--- config.mk ---
export PLATFORM = sky130hd
export DESIGN_NAME = tela_fim_jogo
export DESIGN_NICKNAME = d
export VERILOG_FILES = /design/src/rtl/tela_fim_jogo_pkg.sv /design/src/rtl/tela_fim_jogo_sprite_rom.sv /design/src/rtl/tela_fim_jogo.sv
export SDC_FILE = /design/constraint.sdc
export NUM_CORES = 1
export LEC_CHECK = 0
export ABC_AREA = 0
export ABC_CLOCK_PERIOD_IN_PS = 6400
export BUFFER_PORTS_ARGS = -buffer_cell sky130_fd_sc_hd__buf_2
export CORE_UTILIZATION = 59
export CTS_CLUSTER_DIAMETER = 60
export CTS_CLUSTER_SIZE = 24
export DETAILED_ROUTE_END_ITERATION = 10
export GPL_ROUTABILITY_DRIVEN = 0
export PLACE_DENSITY = 0.82
export SLEW_MARGIN = 20
export SYNTH_ARGS = -nofsm -noshare
export SYNTH_HDL_FRONTEND = slang
export SYNTH_HIERARCHICAL = 1
export SYNTH_SLANG_ARGS = --single-unit
--- constraint.sdc ---
create_clock -name clk -period 6.4 [get_ports clk]
set_input_delay 0.64 -clock clk [delete_from_list [all_inputs] [get_ports clk]]
set_output_delay 0.64 -clock clk [all_outputs]
set_load 0.02 [all_outputs]
--- src/rtl/tela_fim_jogo_pkg.sv ---
// Shared definitions for the end-of-game screen renderer.
// Holds the sprite size, the trophy bitmap (one 11-bit mask per row, col 0 at
// the MSB), the FSM state encoding and the full-brightness base colours.
package tela_fim_jogo_pkg;

    localparam int SPRITE_DIM = 11;

    localparam logic [10:0] TROPHY_R0  = 11'b00111111100;
    localparam logic [10:0] TROPHY_R1  = 11'b11111111111;
    localparam logic [10:0] TROPHY_R2  = 11'b10111111101;
    localparam logic [10:0] TROPHY_R3  = 11'b10111111101;
    localparam logic [10:0] TROPHY_R4  = 11'b11111111111;
    localparam logic [10:0] TROPHY_R5  = 11'b00111111100;
    localparam logic [10:0] TROPHY_R6  = 11'b00001110000;
    localparam logic [10:0] TROPHY_R7  = 11'b00001110000;
    localparam logic [10:0] TROPHY_R8  = 11'b00001110000;
    localparam logic [10:0] TROPHY_R9  = 11'b00001110000;
    localparam logic [10:0] TROPHY_R10 = 11'b00111111100;

    typedef enum logic [1:0] {
        ST_IDLE    = 2'd0,
        ST_FADE_IN = 2'd1,
        ST_HOLD    = 2'd2
    } state_t;

    // {R,G,B} at full brightness
    localparam logic [23:0] BASE_VICTORY = 24'hFFFF00;
    localparam logic [23:0] BASE_DEFEAT  = 24'hFF0000;

    function automatic logic [10:0] trophy_row(input logic [3:0] row);
        logic [10:0] mask;
        case (row)
            4'd0:    mask = TROPHY_R0;
            4'd1:    mask = TROPHY_R1;
            4'd2:    mask = TROPHY_R2;
            4'd3:    mask = TROPHY_R3;
            4'd4:    mask = TROPHY_R4;
            4'd5:    mask = TROPHY_R5;
            4'd6:    mask = TROPHY_R6;
            4'd7:    mask = TROPHY_R7;
            4'd8:    mask = TROPHY_R8;
            4'd9:    mask = TROPHY_R9;
            4'd10:   mask = TROPHY_R10;
            default: mask = '0;
        endcase
        return mask;
    endfunction

endpackage

--- src/rtl/tela_fim_jogo_sprite_rom.sv ---
// Combinational sprite lookup for the end-of-game screen.
// Ports:
//   mode in  1  0 = trophy, 1 = X
//   row  in  4  sprite cell row (0..10; larger values read as unlit)
//   col  in  4  sprite cell column (0..10; larger values read as unlit)
//   lit  out 1  cell is part of the sprite
module tela_fim_sprite_rom
    import tela_fim_jogo_pkg::*;
(
    input  logic       mode,
    input  logic [3:0] row,
    input  logic [3:0] col,
    output logic       lit
);

    logic [10:0] row_mask;

    always_comb begin
        lit      = 1'b0;
        row_mask = trophy_row(row);
        if (row < 4'(SPRITE_DIM) && col < 4'(SPRITE_DIM)) begin
            if (mode) begin
                // both diagonals of the 11x11 grid
                lit = (col == row) || (col == 4'(SPRITE_DIM - 1) - row);
            end else begin
                // column 0 is stored in the MSB of each row mask
                lit = row_mask[4'(SPRITE_DIM - 1) - col];
            end
        end
    end

endmodule

--- src/rtl/tela_fim_jogo.sv ---
// End-of-game screen renderer. Draws an 11x11 sprite (trophy for victory,
// X for defeat) scaled by SCALE at (ORIGIN_X, ORIGIN_Y), fades it in over
// 16 brightness steps of FADE_FRAMES frames each, then optionally blinks it.
// Ports:
//   clk        in   1   system clock
//   reset      in   1   asynchronous, active-high reset
//   show       in   1   level; high while the screen is requested
//   mode       in   1   0 victory, 1 defeat; captured when the screen starts
//   h_counter  in   10  current pixel column
//   v_counter  in   10  current pixel line
//   R,G,B      out  8   registered pixel colour for the h/v of the previous clk
//   done       out  1   high while the fade is complete (HOLD)
module tela_fim_jogo
    import tela_fim_jogo_pkg::*;
#(
    parameter int          SCALE        = 10,
    parameter int          ORIGIN_X     = 400,
    parameter int          ORIGIN_Y     = 200,
    parameter int          H_ACTIVE     = 640,
    parameter int          V_ACTIVE     = 480,
    parameter int          FRAME_LINE   = 480,
    parameter int          FADE_FRAMES  = 4,
    parameter int          BLINK_FRAMES = 30,
    parameter logic [23:0] BG_RGB       = 24'h0
) (
    input  logic       clk,
    input  logic       reset,
    input  logic       show,
    input  logic       mode,
    input  logic [9:0] h_counter,
    input  logic [9:0] v_counter,
    output logic [7:0] R,
    output logic [7:0] G,
    output logic [7:0] B,
    output logic       done
);

    localparam int FADE_W  = (FADE_FRAMES  > 1) ? $clog2(FADE_FRAMES + 1)  : 1;
    localparam int BLINK_W = (BLINK_FRAMES > 1) ? $clog2(BLINK_FRAMES + 1) : 1;

    localparam logic [FADE_W-1:0]  FADE_LAST  = FADE_W'(FADE_FRAMES - 1);
    localparam logic [BLINK_W-1:0] BLINK_LAST = (BLINK_FRAMES > 0) ? BLINK_W'(BLINK_FRAMES - 1) : '0;

    localparam logic [15:0] BOX_X0  = 16'(ORIGIN_X);
    localparam logic [15:0] BOX_X1  = 16'(ORIGIN_X + SPRITE_DIM * SCALE);
    localparam logic [15:0] BOX_Y0  = 16'(ORIGIN_Y);
    localparam logic [15:0] BOX_Y1  = 16'(ORIGIN_Y + SPRITE_DIM * SCALE);
    localparam logic [15:0] SCALE_L = 16'(SCALE);
    localparam logic [15:0] H_LIM   = 16'(H_ACTIVE);
    localparam logic [15:0] V_LIM   = 16'(V_ACTIVE);

    // (base * level) >> 4; level 16 reproduces the base value exactly
    function automatic logic [7:0] fade_chan(input logic [7:0] base, input logic [4:0] lvl);
        logic [12:0] prod;
        prod = 13'(base) * 13'(lvl);
        return 8'(prod >> 4);
    endfunction

    state_t               state, state_nxt;
    logic [4:0]           level, level_nxt;
    logic                 blink_on, blink_on_nxt;
    logic                 mode_q, mode_q_nxt;
    logic [FADE_W-1:0]    cnt, cnt_nxt;
    logic [BLINK_W-1:0]   blink_cnt, blink_cnt_nxt;
    logic                 show_q;
    logic [9:0]           prev_v;
    logic                 frame_tick;

    // The pixel clock may be slower than clk, so the tick is taken on the
    // first clk that sees v_counter enter FRAME_LINE.
    assign frame_tick = (v_counter == 10'(FRAME_LINE)) && (prev_v != 10'(FRAME_LINE));
    assign done       = (state == ST_HOLD);

    // show_q resets high so a show held through reset release is not seen as
    // a new request; the screen waits for show to fall and rise again.
    always_ff @(posedge clk or posedge reset) begin
        if (reset) begin
            state     <= ST_IDLE;
            level     <= '0;
            blink_on  <= 1'b1;
            mode_q    <= 1'b0;
            cnt       <= '0;
            blink_cnt <= '0;
            show_q    <= 1'b1;
            prev_v    <= '0;
        end else begin
            state     <= state_nxt;
            level     <= level_nxt;
            blink_on  <= blink_on_nxt;
            mode_q    <= mode_q_nxt;
            cnt       <= cnt_nxt;
            blink_cnt <= blink_cnt_nxt;
            show_q    <= show;
            prev_v    <= v_counter;
        end
    end

    always_comb begin
        state_nxt     = state;
        level_nxt     = level;
        blink_on_nxt  = blink_on;
        mode_q_nxt    = mode_q;
        cnt_nxt       = cnt;
        blink_cnt_nxt = blink_cnt;

        if (!show) begin
            state_nxt = ST_IDLE;
            level_nxt = '0;
        end else begin
            case (state)
                ST_IDLE: begin
                    level_nxt = '0;
                    // a tick coinciding with the start is simply not counted
                    if (!show_q) begin
                        state_nxt    = ST_FADE_IN;
                        mode_q_nxt   = mode;
                        cnt_nxt      = '0;
                        blink_on_nxt = 1'b1;
                    end
                end
                ST_FADE_IN: begin
                    if (frame_tick) begin
                        if (cnt == FADE_LAST) begin
                            cnt_nxt   = '0;
                            level_nxt = level + 5'd1;
                            if (level == 5'd15) begin
                                state_nxt     = ST_HOLD;
                                blink_on_nxt  = 1'b1;
                                blink_cnt_nxt = '0;
                            end
                        end else begin
                            cnt_nxt = cnt + 1'b1;
                        end
                    end
                end
                ST_HOLD: begin
                    if (BLINK_FRAMES > 0 && frame_tick) begin
                        if (blink_cnt == BLINK_LAST) begin
                            blink_cnt_nxt = '0;
                            blink_on_nxt  = ~blink_on;
                        end else begin
                            blink_cnt_nxt = blink_cnt + 1'b1;
                        end
                    end
                end
                default: state_nxt = ST_IDLE;
            endcase
        end
    end

    // Pixel path
    logic [15:0] h_ext, v_ext, h_off, v_off;
    logic [3:0]  col, row;
    logic        in_area, in_box, rom_lit;
    logic [23:0] base_rgb, pix_nxt;

    assign h_ext = 16'(h_counter);
    assign v_ext = 16'(v_counter);
    assign h_off = h_ext - BOX_X0;
    assign v_off = v_ext - BOX_Y0;
    // only meaningful inside the box; the ROM treats out-of-range cells as unlit
    assign col   = 4'(h_off / SCALE_L);
    assign row   = 4'(v_off / SCALE_L);

    tela_fim_sprite_rom u_rom (
        .mode (mode_q),
        .row  (row),
        .col  (col),
        .lit  (rom_lit)
    );

    always_comb begin
        in_area  = (h_ext < H_LIM) && (v_ext < V_LIM);
        in_box   = (h_ext >= BOX_X0) && (h_ext < BOX_X1) && (v_ext >= BOX_Y0) && (v_ext < BOX_Y1);
        base_rgb = mode_q ? BASE_DEFEAT : BASE_VICTORY;
        pix_nxt  = '0;
        // gating on show directly blanks the very next pixel after show drops
        if (show && state != ST_IDLE && in_area) begin
            if (in_box && rom_lit && blink_on) begin
                pix_nxt = {fade_chan(base_rgb[23:16], level),
                           fade_chan(base_rgb[15:8],  level),
                           fade_chan(base_rgb[7:0],   level)};
            end else begin
                pix_nxt = BG_RGB;
            end
        end
    end

    always_ff @(posedge clk or posedge reset) begin
        if (reset) begin
            {R, G, B} <= '0;
        end else begin
            {R, G, B} <= pix_nxt;
        end
    end

endmodule

* Word-level counts from Yosys, hierarchy flattened *
Memories as Yosys holds them, arrays and structs flattened.
Index checks and enable logic that the tools add are counted.
Widths: inputs -> output; s select.

cells by class
  add/subtract/negate cells = 7
  multiply operators = 3
  divide/modulo/power cells = 2
  $lt $le $gt $ge = 9
  eq/ne operators = 21
  mux-type cells = 34
  bitwise logic cells = 2
  reductions and logical operators = 22

operators by type and width
  cell                   count
  $mux 24                2
  $mux 5                 8
  $div 16x4->16 const B  2
  $lt 10x9->1 const B    3
  $mul 8x5->12           2
  $pmux 5 s2             2
  $mux 16                1
  $mul 8x5->12 const A   1
  $ne 3x3->1 const B     4
  $sub 10x8->11 const B  1
  $sub 10x9->11 const B  1
  $add 5x1->5 const B    2
  $eq 10x9->1 const B    1
  $ge 10x8->1 const B    1
  $ge 10x9->1 const B    1
  $logic_and 1x1->1      10
  $lt 10x10->1 const B   1
  $mux 2                 5
  $ne 10x9->1 const B    1
  $ne 2x2->1 const B     5
  $mux 1                 9
  $mux 3                 3
  $eq 4x4->1             2
  $lt 4x4->1 const B     2
  24 further kinds       30

storage, ports and cells
  bits in registers = 52
  memory bits (read-only) = 176
  input bits = 24
  output and inout port bits = 25
  logic and storage cells = 112
  memories = 1

memory list
  memory           depth  width  rd ports  clocked after memory_dff  write ports  RTL line                 source
  (no name shown)  16     11     1         0                         0            tela_fim_jogo_pkg.sv:32  case (row)

* Longest topological paths before layout *
Gate-level depths: netlist of run 1.

  depth after elaboration = 11
  mapped depth = 30

* Cells and area by module *
The synthesis of run 1 kept the hierarchy.

modules (own cells, without submodules)
  module               instances  cells each  area an instance (µm²)
  tela_fim_jogo        1          602         5139.9
  tela_fim_sprite_rom  1          60          439.2

* Least setup slack after synthesis of run 1 *
OpenSTA, ideal clock, no wires.

  path type = input-to-reg
  start point = input port h_counter[4]
  end point = register G[5]
  setup time = 0.073 ns
  arrival = 5.945 ns
  data required time = 6.327 ns
  setup slack = 0.382 ns
  stages on the path = 28
  path buffers = 4
  cell sequence = clkbuf_1 -> inv_1 -> ha_1 -> or4_1 -> a211o_1 -> and2_4 -> buf_6 -> o22ai_1 -> nand3_1 -> and3_1 -> buf_6 -> maj3_2 -> o21ai_4 -> nor2_1 -> a221oi_1 -> nand4_1 -> o31a_1 -> ha_1 -> o21ai_0 -> nand3b_1 -> o21bai_1 -> o32ai_1 -> a31o_1 -> nand2_1 -> nor4_1 -> o2111ai_1 -> clkbuf_1 -> nor2_1

on the way
  longest elaborated chain between the ends = 11
  elaborated cells between the ends (all ways) = 24

ends and longest elaborated chain
  item                              RTL line                        source
  from (decl)                       tela_fim_jogo.sv:30             input logic [9:0] h_counter,
  $sub 10x9->11 *                   tela_fim_jogo.sv:159            assign h_off = h_ext - BOX_X0;
  $div 16x4->16 *                   tela_fim_jogo.sv:162            assign col = 4'(h_off / SCALE_L);
  via col[3]                        tela_fim_jogo.sv:153            logic [3:0] col, row;
  $sub 4x4->4                       tela_fim_jogo_sprite_rom.sv:27  lit = row_mask[4'(SPRITE_DIM - 1) - col];
  $bmux 1 s4                        tela_fim_jogo_sprite_rom.sv:27
  $mux 1 (implied by the code)      tela_fim_jogo_sprite_rom.sv:27
  $mux 1                            tela_fim_jogo_sprite_rom.sv:22  if (mode) begin
  $mux 1 *                          tela_fim_jogo_sprite_rom.sv:21  if (row < 4'(SPRITE_DIM) && col < 4'(SPRITE_DIM)) begin
  via rom_lit                       tela_fim_jogo.sv:154            logic in_area, in_box, rom_lit;
  $logic_and 1x1->1 * (2 in a row)  tela_fim_jogo.sv:179            if (in_box && rom_lit && blink_on) begin
  $mux 24 *                         tela_fim_jogo.sv:179
  $mux 24 *                         tela_fim_jogo.sv:178            if (show && state != ST_IDLE && in_area) begin
  via pix_nxt[13]                   tela_fim_jogo.sv:155            logic [23:0] base_rgb, pix_nxt;
  to (signal assigned)              tela_fim_jogo.sv:193            {R, G, B} <= pix_nxt;
  to (decl)                         tela_fim_jogo.sv:33             output logic [7:0] G,

Mark *: on every way through the listed nets, which the timed path passes. The rest lies on a longest branch. The select of a mux whose other input is x is not followed.
A chain may end at the register's enable or synchronous reset.

* Worst setup path after layout of run 1 *
  start point = input port h_counter[5]
  end point = register G[1]

The elaborated chain is that of the path after synthesis.

==> flow_summary.yaml, run 1 <==
routing:
  top_layer: "met4"
  drc: 0
  wl_met3_um: 623
  vias: 4968
  ant_nets: 0
  viasPerCell: 6.156
  met1_length_mm: 5.102
  drtIter0Drc: 255
  wl_met2_mm: 6.089
  totalWireLength_mm: 12.01
  wl_per_cell_um: 14.89
  drt-pass1-iter-count: 5
synth:
  synth_cells: 662
  synth_top_area_cell: "dfrtp_1"
  synth-seq-cells: 44
  yosysTopAreaCellShare_pct: 18.84
  ys_seq_area_share_pct: 19.78
  postSynth.asyncResetShare_pct: 100.0
  ys_types: 93
  synth-edff-count: 0
  synthFlopType: "dfrtp_1"
  syn-cell-area_um2: 5579
  ys_warn_count: 6
  synthTopCellsByArea: "dfrtp_1, ha_1, fa_1"
  postSynthAreaPerCell_um2: 8.428
worst_setup_path:
  slowest_stage: "or4_1"
  rrSetupSlack_ns: 1.76
  reg2reg_depth: 16
  crit_family: "compound AO/OA/AOI/OAI gates"
  critPathLaunch: "h_counter[5]"
  timing.rr.end: "G[7]"
  timing.rr.start: "level[2]"
  crit_fanout: 16
  path_buf_inv: 4
  worstSetupPathType: "primary input to register"
  start_kind: "primary input"
  end_kind: "register"
  crit_arrival_ns: 6.21
  crit_path_max_incr_delay_ns: 0.53
  cp.required_ns: 6.64
layout:
  syn_to_final_growth_pct: 7.176
  diodes: 0
  nFillCells: 749
  drive_gt1_share_pct: 14.51
  nets: 792
  mostFrequentLayoutCells: "inv_1, ha_1, a21oi_1, nor2_1, dfrtp_1"
  final_common_cell: "inv_1"
floorplanning:
  core_area_um2: 9196
  initial_core_util_pct: 60.67
  die_h_um: 99.24
  ios: 49
  fp.dieW_um: 99.24
  fp-row-count: 35
  die-area_um2: 9849
clock_network:
  cts_buffers: 5
  cts_num_sinks: 44
  path_clk_slew_ns: 0.09
  tritoncts: "yes"
  clkLatencyLatePin_ns: 0.30
  holdBufCountCts: 0
  clk_path_buf_depth: 2
  root_buffer: "clkbuf_8"
  htreeDepth: 2
sta:
  slew_headroom_pct: 35.52
  hold_viol: 0
  setup_viol: 0
  drv_slew: 0
  holdWs_ns: 0.4511
  worst_pin_slew_ns: 0.9673
  finClkSkew_ns: 0.006485
  final.period_utilization_pct: 93.32
  finalCriticalPeriod_ns: 5.972
  tns_ns: 0
  fmax_mhz: 167.4
placed_design:
  portBuffers: 40
  hpwl_mm: 9.204
global_route:
  grt_use_total_pct: 25.28
  grt_pass1_vias: 4663
  grt_overflow_total: 0
  grt_start_max_net_pins: 45
  antenna_found_initial: 0
  grt_first_pass_wirelength_mm: 20.72
power_and_ir_drop:
  p_per_area_nw_per_um2: 174.5
  p_leak_nw: 2.800
  peakVddDrop_mv: 0.1772
run:
  max_cap_violations: 0
outcome:
  outcome: "completed"
hold_path:
  min_path_type: "primary input to asynchronous set/reset pin"
==> report_power, final <==
group / internal (mW) / switching (mW) / leakage [nW]
registers: 0.289 / 0.0114 / 0.579
logic: 0.212 / 0.309 / 2.17
clock network: 0.118 / 0.104 / 0.0548
total: 0.619 / 0.425 / 2.80
==> per-layer routing <==
| metal | vias to the layer above | track usage (%) |
|---|---|---|
| met5 | - | 0 |
| met4 | 0 | 7.579 |
| met3 | 22 | 3.162 |
| met2 | 166 | 44.44 |
| met1 | 2354 | 32.57 |
| li1 | 2426 | - |
==> registers in the layout (all words and copies together) (netlist names) <==
register	flops
prev_v	10
G	8
R	8
blink_cnt	5
level	5
cnt	3
state	2
blink_on	1
mode_q	1
show_q	1
==> worst max path at each step <==
stage	end	cells after the start
after global placement	R[0]	23
after CTS	R[6]	27
after floorplan	G[5]	28
after detailed placement	G[1]	27
final	G[1]	27
after global routing	G[1]	27
==> kinds of logic (layout without fill, tap and decap cells) <==
group                      Yosys count  after routing  synth area share [%]
and+or+nand+nor                    206            206                 20.16
AOI/OAI and AO/OA                  187            187                 23.89
buffers and inverters               99            126                 8.006
adders and majority gates           77             77                 19.85
DFF                                 44             44                 19.78
xor gates and xnor gates            36             36                 6.033
muxes                               12             12                 2.220
other                                1              8               0.06722
==> per-stage QoR <==
step	cell area, um^2	cells	utilization, %	power (mW)	setup slack, ns
finish	5979	807	65.02	1.044	0.4276
floorplan	5605	669	-	0.7138	0.3823
global placement	5836	798	63.46	0.7860	0.2815
CTS	5951	806	64.71	1.033	0.4351
detailed placement	5836	798	63.46	0.8079	0.1359
global route	5979	807	65.02	1.121	-0.01159
==> cell usage after synthesis, types with 5 or more instances <==
| library cell | count |
|---|---|
| inv_1 | 63 |
| ha_1 | 53 |
| nor2_1 | 46 |
| a21oi_1 | 45 |
| dfrtp_1 | 42 |
| nand2_1 | 38 |
| o21ai_0 | 32 |
| xnor2_1 | 25 |
| fa_1 | 20 |
| nor3_1 | 18 |
| nand3_1 | 15 |
| buf_2 | 12 |
| nand2b_1 | 12 |
| a31oi_1 | 11 |
| and2_1 | 11 |
| nand4_1 | 11 |
| clkbuf_1 | 10 |
| nor2b_1 | 10 |
| mux2i_1 | 9 |
| o21bai_1 | 9 |
| xor2_1 | 9 |
| buf_4 | 8 |
| nor4_1 | 8 |
| o211ai_1 | 7 |
| o31ai_1 | 7 |
| o21a_1 | 6 |
| or3_1 | 6 |
| a211oi_1 | 5 |
| a21boi_0 | 5 |
| a21o_1 | 5 |
| a221oi_1 | 5 |
| a22oi_1 | 5 |
==> tightest hold or removal path: stages <==
cell and delay (ns):
buf_2 0.10, clkinv_1 0.03, buf_4 0.45
==> area by class of cell <==
| class | instances | area (um^2) | area share [%] |
|---|---|---|---|
| clock inverters | 3 | 46.29 | 0.7742 |
| repair buffers | 54 | 305.3 | 5.106 |
| flip-flops and latches | 44 | 1104 | 18.46 |
| inverters | 64 | 240.2 | 4.018 |
| multi-input cells | 526 | 4076 | 68.17 |
| well taps | 111 | 138.9 | 2.323 |
| clock buffers | 5 | 68.82 | 1.151 |
==> repair_timing <==
item | in CTS | in global routing
setup endpoints to repair | 0 | 16
buffers inserted | 0 | 1
resized for setup | 0 | 9
No activity file was read; power rests on OpenSTA's default activity.
==> run 2, diff against run 1 <==
Settings changed: SYNTH_HIERARCHICAL 1 to default.
==> flow_summary.yaml, run 2 <==
layout:
  nets: 820
  mostFrequentLayoutCells: "inv_1, ha_1, dfrtp_1"
  nFillCells: 741
  largest_reg_flops: 10
  syn_to_final_growth_pct: 8.074
  final_common_cell: "inv_1"
  top_register: "prev_v"
  diodes: 0
  drive_gt1_share_pct: 12.83
  stdcell_count: 854
sta:
  rsz0062_at_grt: "true"
  finalCriticalPeriod_ns: 6.217
  finClkSkew_ns: 0.01208
  setup_viol: 0
  slew_headroom_pct: 44.28
  holdWs_ns: 0.4480
  drv_slew: 0
  fmax_mhz: 160.8
  final.period_utilization_pct: 97.15
  worst_pin_slew_ns: 0.8358
  hold_viol: 0
worst_setup_path:
  worstSetupPathType: "primary input to register"
  start_kind: "primary input"
  end_kind: "register"
  crit_arrival_ns: 6.42
  crit_family: "simple AND/OR/NAND/NOR gates"
  path_buf_inv: 3
  slowest_stage: "or4_4"
  crit_path_max_incr_delay_ns: 0.55
  crit_chain: "clkbuf_4, ha_1, or3b_4, or4_4, nand3_2, o21ai_0, a221o_1, and2_4, a311o_1, a22o_1, a21bo_1, nand3b_1, nor2_1, or3_1, ha_1, inv_1, or3_1, or4_1, a21oi_2, o41ai_4, buf_4, a211oi_1"
  crit_fanout: 19
  cp.required_ns: 6.60
clock_network:
  cts_buffers: 5
  root_buffer: "clkbuf_8"
  htreeDepth: 2
  clk_path_buf_depth: 2
  path_clk_slew_ns: 0.09
  tritoncts: "yes"
  clkLatencyLatePin_ns: 0.30
  cts_num_sinks: 44
power_and_ir_drop:
  power_mw: 1.038
  peakVddDrop_mv: 0.1026
  p_leak_nw: 2.869
  p_per_area_nw_per_um2: 169.3
synth:
  synthTopCellsByCount: "inv_1, ha_1, dfrtp_1, nand2_1, nor2_1"
  synthFlopType: "dfrtp_1"
  yosysTopAreaCellShare_pct: 18.53
  synthTopCellsByArea: "dfrtp_1, ha_1, fa_1"
  yosysMostFrequentCell: "inv_1"
  ys_types: 86
  synth_cells: 693
  synth-edff-count: 0
  postSynthAreaPerCell_um2: 8.184
  synth-seq-cells: 44
  synth_top_area_cell: "dfrtp_1"
  syn-cell-area_um2: 5672
  ys_warn_count: 0
  postSynth.asyncResetShare_pct: 100.0
  ys_seq_area_share_pct: 19.46
floorplanning:
  fp-row-count: 35
  fp.dieW_um: 100.0
  initial_core_util_pct: 61.09
  core_area_um2: 9284
  ios: 49
  die_h_um: 100.0
  die-area_um2: 10010
routing:
  totalWireLength_mm: 13.34
  ant_nets: 0
  wl_per_cell_um: 15.62
  viasPerCell: 6.192
  drt-pass1-iter-count: 7
  vias: 5288
  drtIter0Drc: 438
  drc: 0
global_route:
  antenna_found_initial: 0
  grt_start_max_net_pins: 45
  grt_use_total_pct: 27.37
  grt_pass1_vias: 5032
  grt_first_pass_wirelength_mm: 22.70
  grt_overflow_total: 0
run:
  max_cap_violations: 0
placed_design:
  portBuffers: 40
  hpwl_mm: 10.32
  place_inst: 846
hold_path:
  min_path_type: "primary input to asynchronous set/reset pin"
outcome:
  outcome: "completed"
run 2: cell count changes after synthesis, sizes merged, moves of 5 or more:
cell / previous run / this run
clkbuf: 10 / 29
a211oi: 6 / 18
a21oi: 45 / 34
buf: 25 / 15
nor2b: 10 / 19
and2: 13 / 6
nor2: 46 / 39
nor3: 19 / 26
o21bai: 9 / 4
run 2: power breakdown:
part	total (mW)	internal [mW]	switching, mW
clock network	0.219	0.118	0.102
logic	0.526	0.200	0.327
registers	0.292	0.286	0.00648
total	1.04	0.603	0.435
run 2: worst paths after layout:
check                              from           end  slack [ns]  depth (start not counted)
setup / recovery           h_counter[4]          G[5]        0.18                         22
hold / removal                    reset     prev_v[4]        0.45                          3
setup reg to reg               level[2]          G[7]        1.60                         18
hold reg to reg            blink_cnt[4]  blink_cnt[4]        0.49                          1
max in group asynchronous         reset      blink_on        5.56                          3
min in group clk           v_counter[0]     prev_v[0]        0.46                          1
run 2: final cells by class:
class | count | area, um^2 | area share [%]
multi-input combinational | 545 | 4138 | 67.50
sequential | 44 | 1104 | 18.00
timing repair buffer | 61 | 360.3 | 5.879
inverter | 67 | 251.5 | 4.103
tap | 129 | 161.4 | 2.633
clock buffer | 5 | 68.82 | 1.123
clock inverter | 3 | 46.29 | 0.7553
run 2: metal layers:
metal | GRT usage (%) | vias to the layer above | wire [um]
met5 | 0 | - | 0
met1 | 35.83 | 2494 | 5826
li1 | - | 2562 | -
met2 | 47.27 | 200 | 6433
met4 | 9.030 | 0 | 262
met3 | 3.064 | 32 | 818
run 2: worst register-to-register path, delay by kind of cell, from the launching register on:
family                   cells  cell delay, ns
flip-flops                   1            0.58
buffers and inverters        4            0.32
AND/OR/NAND/NOR              1            0.43
XOR/XNOR                     1            0.08
adder cells (fa/ha/maj)      4            1.81
AO/OA/AOI/OAI                8            1.48
run 2: what timing repair did:
| action | 4_1_cts | 5_1_grt |
|---|---|---|
| hold buffers | 0 | 0 |
| gates resized for setup | 0 | 5 |
| buffers inserted | 0 | 0 |
| endpoints found under the setup margin | 0 | 14 |
run 2: cell families (layout without fill, tap and decap cells):
family / after synthesis / after routing / share of synthesized area (%)
flops: 44 / 44 / 19.46
xor+xnor: 34 / 34 / 5.250
simple gates: 216 / 216 / 20.21
other cells: 1 / 8 / 0.06612
compound gates: 199 / 199 / 25.30
buf+inv: 111 / 136 / 8.272
mux: 14 / 14 / 2.559
fa+ha+maj: 74 / 74 / 18.88
run 2: metrics by stage:
step	setup WS [ns]	util, %	cell area (um^2)	TNS (ns)
after floorplan	0.3020	-	5698	0
after global placement	0.1727	64.62	6000	0
after detailed placement	-0.1156	64.62	6000	-1.088
after CTS	0.1999	65.86	6115	0
after global routing	-0.01404	66.02	6130	-0.01952
final	0.1827	66.02	6130	0
